`config.mk`:
```
export PLATFORM = sky130hd
export DESIGN_NAME = nasti_read_burst_splitter
export DESIGN_NICKNAME = d
export VERILOG_FILES = /design/src/rtl/nasti_read_burst_splitter.sv
export SDC_FILE = /design/constraint.sdc
export NUM_CORES = 1
export LEC_CHECK = 0
export BUFFER_PORTS_ARGS = -buffer_cell sky130_fd_sc_hd__buf_2
export CORE_MARGIN = 2
export CORE_UTILIZATION = 35
export CTS_CLUSTER_SIZE = 12
export DETAILED_ROUTE_END_ITERATION = 16
export HOLD_SLACK_MARGIN = 0.08
export PLACE_DENSITY = 0.67
export SLEW_MARGIN = 5
export SYNTH_ARGS = -nofsm -noshare
export SYNTH_HDL_FRONTEND = slang
export SYNTH_SLANG_ARGS = --single-unit
export TNS_END_PERCENT = 30
```
`constraint.sdc`:
```
create_clock -name clk -period 11.6 [get_ports clk]
set_input_delay 2.32 -clock clk [delete_from_list [all_inputs] [get_ports clk]]
set_output_delay 2.32 -clock clk [all_outputs]
set_load 0.02 [all_outputs]
```
`src/rtl/nasti_read_burst_splitter.sv`:
```
// Splits INCR NASTI read bursts into sub-bursts of at most MAX_BEATS beats and merges their R beats
// back into one response stream; one transaction in flight. Define SPLIT_4K_EN to also split at 4 KiB.
module nasti_read_burst_splitter #(
  parameter int ID_WIDTH   = 2,
  parameter int ADDR_WIDTH = 32,
  parameter int DATA_WIDTH = 64,
  parameter int USER_WIDTH = 1,
  parameter int MAX_BEATS  = 4
) (
  input  logic                    clk,
  input  logic                    rstn,
  input  logic [ID_WIDTH-1:0]     master_ar_id,
  input  logic [ADDR_WIDTH-1:0]   master_ar_addr,
  input  logic [7:0]              master_ar_len,
  input  logic [2:0]              master_ar_size,
  input  logic [1:0]              master_ar_burst,
  input  logic [14+USER_WIDTH:0]  master_ar_side,
  input  logic                    master_ar_valid,
  output logic                    master_ar_ready,
  output logic [ID_WIDTH-1:0]     master_r_id,
  output logic [DATA_WIDTH-1:0]   master_r_data,
  output logic [1:0]              master_r_resp,
  output logic                    master_r_last,
  output logic                    master_r_valid,
  input  logic                    master_r_ready,
  output logic [ID_WIDTH-1:0]     slave_ar_id,
  output logic [ADDR_WIDTH-1:0]   slave_ar_addr,
  output logic [7:0]              slave_ar_len,
  output logic [2:0]              slave_ar_size,
  output logic [1:0]              slave_ar_burst,
  output logic [14+USER_WIDTH:0]  slave_ar_side,
  output logic                    slave_ar_valid,
  input  logic                    slave_ar_ready,
  input  logic [DATA_WIDTH-1:0]   slave_r_data,
  input  logic [1:0]              slave_r_resp,
  input  logic                    slave_r_last,
  input  logic                    slave_r_valid,
  output logic                    slave_r_ready
);

  localparam logic [1:0] BURST_INCR = 2'b01;
  localparam logic [8:0] MAX_B      = 9'(MAX_BEATS);

  typedef enum logic [1:0] {S_IDLE, S_AR, S_R} state_t;

  state_t                  state_q, state_d;
  logic [ID_WIDTH-1:0]     id_q, id_d;
  logic [2:0]              size_q, size_d;
  logic [1:0]              burst_q, burst_d;
  logic [14+USER_WIDTH:0]  side_q, side_d;
  logic [8:0]              rem_q, rem_d;
  logic [ADDR_WIDTH-1:0]   addr_q, addr_d;
  logic                    final_q, final_d;
  logic [8:0]              beats;
  logic                    in_r;

  // Beats in the sub-burst about to be issued; non-INCR bursts go out whole.
`ifdef SPLIT_4K_EN
  logic [12:0] to_4k;
  always_comb begin
    to_4k = (13'h1000 - {1'b0, addr_q[11:0]}) >> size_q;
    beats = rem_q;
    if (burst_q == BURST_INCR) begin
      if (beats > MAX_B) beats = MAX_B;
      if ({4'b0, beats} > to_4k) beats = to_4k[8:0];
    end
  end
`else
  always_comb begin
    beats = rem_q;
    if (burst_q == BURST_INCR && rem_q > MAX_B) beats = MAX_B;
  end
`endif

  assign in_r = (state_q == S_R);

  assign master_ar_ready = (state_q == S_IDLE);
  assign slave_ar_valid  = (state_q == S_AR);
  assign slave_ar_id     = id_q;
  assign slave_ar_addr   = addr_q;
  assign slave_ar_len    = 8'(beats - 9'd1);
  assign slave_ar_size   = size_q;
  assign slave_ar_burst  = burst_q;
  assign slave_ar_side   = side_q;

  // R channel is a zero-latency pass-through gated by the state.
  assign master_r_valid  = in_r & slave_r_valid;
  assign slave_r_ready   = in_r & master_r_ready;
  assign master_r_last   = in_r & slave_r_last & final_q;
  assign master_r_data   = slave_r_data;
  assign master_r_resp   = slave_r_resp;
  assign master_r_id     = id_q;

  always_comb begin
    state_d = state_q;
    id_d    = id_q;
    size_d  = size_q;
    burst_d = burst_q;
    side_d  = side_q;
    rem_d   = rem_q;
    addr_d  = addr_q;
    final_d = final_q;
    case (state_q)
      S_IDLE: begin
        if (master_ar_valid) begin
          id_d    = master_ar_id;
          size_d  = master_ar_size;
          burst_d = master_ar_burst;
          side_d  = master_ar_side;
          rem_d   = {1'b0, master_ar_len} + 9'd1;
          addr_d  = master_ar_addr;
          state_d = S_AR;
        end
      end
      S_AR: begin
        if (slave_ar_ready) begin
          rem_d   = rem_q - beats;
          addr_d  = addr_q + (ADDR_WIDTH'(beats) << size_q);
          final_d = (rem_q == beats);
          state_d = S_R;
        end
      end
      S_R: begin
        if (slave_r_valid && master_r_ready && slave_r_last)
          state_d = final_q ? S_IDLE : S_AR;
      end
      default: state_d = S_IDLE;
    endcase
  end

  always_ff @(posedge clk or negedge rstn) begin
    if (!rstn) begin
      state_q <= S_IDLE;
      id_q    <= '0;
      size_q  <= '0;
      burst_q <= '0;
      side_q  <= '0;
      rem_q   <= '0;
      addr_q  <= '0;
      final_q <= 1'b0;
    end else begin
      state_q <= state_d;
      id_q    <= id_d;
      size_q  <= size_d;
      burst_q <= burst_d;
      side_q  <= side_d;
      rem_q   <= rem_d;
      addr_q  <= addr_d;
      final_q <= final_d;
    end
  end

  // A FIXED/WRAP burst cannot be split, so it must already fit downstream.
  always_ff @(posedge clk) begin
    if (rstn && state_q == S_IDLE && master_ar_valid && master_ar_burst != BURST_INCR)
      assert ({1'b0, master_ar_len} < MAX_B)
        else $fatal(1, "non-INCR burst longer than MAX_BEATS");
  end

endmodule

```
==> summary.txt <==
Synthesis
  • Yosys reg bits: 67
  • Synthesized area per cell: 7.64 um2
  • Synth top cells by count: nand2_1, buf_4, dfrtp_1, nor2_1, a21oi_1
  • Syn_nets: 857
  • Top-area cell type share of the netlist area: 0.313
  • Top FF cell, synth: dfrtp_1
  • Synth cell types: 54
  • EDFF count, synth: 0
  • Async S/R FF share, synth: 1.00
  • Synth warnings: 0
  • Area contributors post-synth: dfrtp_1, buf_4, nand2_1
  • Cell taking the most area after synthesis: dfrtp_1
  • Most common cell in the synthesized netlist: nand2_1
  • Post-synthesis instance total: 701
  • Mapped Area: 5360 um2
  • Sequential area share after synthesis: 0.313

Clock tree
  • CTS buffer count: 9
  • Worst-path clk slew: 50 ps
  • Clock sink count: 67
  • Setup bufs post-CTS: 0
  • Post-CTS sizing: 0
  • Root Driver: clkbuf_16
  • H-tree depth: 3
  • Worst skew pair latency: 350 ps
  • Longest Clk Path Bufs: 2
  • Hold buffer count at CTS: 0
  • CTS tree: done

Power
  • Switching Share: 0.519
  • Comb pwr share: 0.624
  • Worst vdd ir: 0.000233 V
  • Clock share of power: 0.134
  • Sequential power share: 0.241
  • PD cells: 354 nW/um2
  • Internal power: 0.00102 W
  • Sw power: 0.00110 W
  • Pleak: 2.86 nW

Timing
  • Worst slew pin tran: 895 ps
  • Tmin final: 5050 ps
  • Final number of max-transition violations: 0
  • Fmax: 0.198 GHz
  • Final worst path period share: 0.436
  • Setup TNS: 0 ps
  • Final Hold Viols: 0
  • Max_slew headroom: 0.403
  • Final Setup Violations: 0
  • Clock skew: 13.3 ps
  • RSZ-0062 raised after global routing: no

Cells and area
  • Syn-to-layout area delta: 11.6%
  • Layout cells sized above 1: 0.231
  • Final Non-Filler Cells: 940
  • Final nets: 903
  • Diodes inserted: 0

Routing
  • Vias: 5,038
  • DRT Wirelength: 14,500 um
  • Initial DRC count: 352
  • Vias per std cell: 5.36
  • WL/cell: 15.4 um
  • Antenna Violating Nets Remaining: 0
  • Post-route DRC: 0
  • 1st-pass router iterations: 5

Placement
  • Post-detail-place hpwl: 10,200 um
  • IO buf count: 139
  • DP Cell Count: 924
  • GP Congestion: 0.846

Floorplanning
  • Core Box Area: 15,100 um2
  • # rows: 45
  • Die X: 128 um
  • Initial Utilization: 0.355
  • # IOs: 272
  • Die area: 16,300 um2
  • Die H: 128 um

Hold path
  • Worst min path class: register to register

GRT
  • Initial antenna violation count: 0
  • Largest net degree at the start of global routing: 68
  • Tot GR Track Use: 0.181
  • Vias in the first global route: 4,659
  • First-pass GRT wire length: 23,500 um
  • Grt ovf: 0

Setup path
  • Kind of cell adding the most delay to the critical path: buffers and inverters
  • Crit Path Max Fanout: 2
  • Cell chain of the critical path: buf_2, and3_1, buf_2
  • CP Launch Type: primary input
  • Worst path buffer plus inverter count: 2
  • Critical Path Sink Type: output port
  • Max stage delay cell, worst path: and3_1
  • Most used cell, CP: buf_2
  • Critical path data arrival time: 2730 ps
  • Max incr delay on CP: 160 ps
  • Worst Setup Path Type: primary input to output port
  • Worst endpoint required time: 9280 ps

Job
  • Max-cap violations: 0

Run status
  • Outcome: finished clean
==> power groups by stage <==
stage          sequential [W]  clock [W]  combinational (W)
6_report             0.000510   0.000284            0.00132
5_1_grt              0.000535   0.000302            0.00148
4_1_cts              0.000509   0.000294            0.00133
3_5_place_dp         0.000511          0            0.00132
3_3_place_gp         0.000510          0            0.00131
2_1_floorplan        0.000557          0           0.000945
==> final timing paths <==
| check | startpoint | to | slack (ps) | cells past startpoint |
|---|---|---|---|---|
| hold / removal | slave_ar_side[11] | slave_ar_side[11] | 470 | 2 |
| setup reg to reg | rem_q[3] | slave_ar_addr[20] | 6950 | 14 |
| min in group asynchronous | rstn | slave_ar_size[2] | 2100 | 1 |
| setup / recovery | slave_r_last | master_r_last | 6550 | 3 |
| hold reg to reg | slave_ar_side[11] | slave_ar_side[11] | 470 | 2 |
| max in group asynchronous | rstn | rem_q[0] | 8920 | 1 |
==> final cells by class <==
cell class                 count  area, um2
sequential                    67       1680
clock buffer                  11        243
clock inverter                 5       60.1
inverter                       9       33.8
multi-input combinational    515       2980
timing repair buffer         145        743
fill                        1610       9110
tap                          188        235
==> routing by layer <==
layer	track usage	up-vias	share of wire
li1	-	2474	-
met1	0.242	2393	0.47
met2	0.286	148	0.45
met3	0.0405	23	0.060
met4	0.0698	0	0.019
met5	0	-	0
==> stage by stage <==
step	power, W	worst slack [ps]	util	instance area [um2]	hold slack, ps
detailed placement	0.00183	6550	0.376	5670	460
finish	0.00211	6550	0.396	5980	467
global route	0.00231	6540	0.396	5980	502
global placement	0.00182	6560	0.376	5670	456
CTS	0.00213	6550	0.396	5980	474
floorplan	0.00150	6710	-	5360	464
==> worst reg2reg max path, cell delays in order, from the launching register on <==
cell	delay (ps)
dfrtp_1	520
nor3_1	450
a31oi_2	380
nor2_1	330
o221ai_1	150
o21a_1	180
mux2_2	270
ha_1	340
a21o_1	230
a221oi_2	470
o21ai_2	200
a311oi_4	490
nor3_2	160
o21a_1	210
o22a_1	180
==> layout by cell type (no fill, tap or decap), types with 5 or more instances in the layout <==
master / count
nand2b_1: 5
dfrtp_1: 67
xor2_1: 13
nand3_1: 18
and2_1: 5
mux2_2: 5
o21ai_0: 43
mux2i_1: 9
inv_1: 9
buf_4: 7
buf_2: 138
clkbuf_16: 9
ha_1: 19
a21oi_1: 60
and3_1: 18
xnor2_1: 11
o21a_1: 5
o22a_1: 6
nand2_1: 126
o22ai_1: 7
nor3_1: 15
a21o_1: 12
nor2_1: 63
a31oi_1: 14
==> flip-flops by register name (all words and copies together) (netlist names) <==
register	cells
final_q	1
master_r_id	2
rem_q	9
slave_ar_addr	32
slave_ar_burst	2
slave_ar_side	16
slave_ar_size	3
state_q	2
==> cell families (layout without fill, tap and decap cells) <==
family	count (synthesis)	after routing	synth area share
xor gates and xnor gates	24	24	0.0393
AOI/OAI and AO/OA	183	183	0.216
and+or+nand+nor	273	273	0.224
buffers and inverters	119	170	0.132
DFF	67	67	0.313
other	1	1	0.000700
adders and majority gates	20	20	0.0481
muxes	14	14	0.0273
No activity file was read; power rests on OpenSTA's default activity.
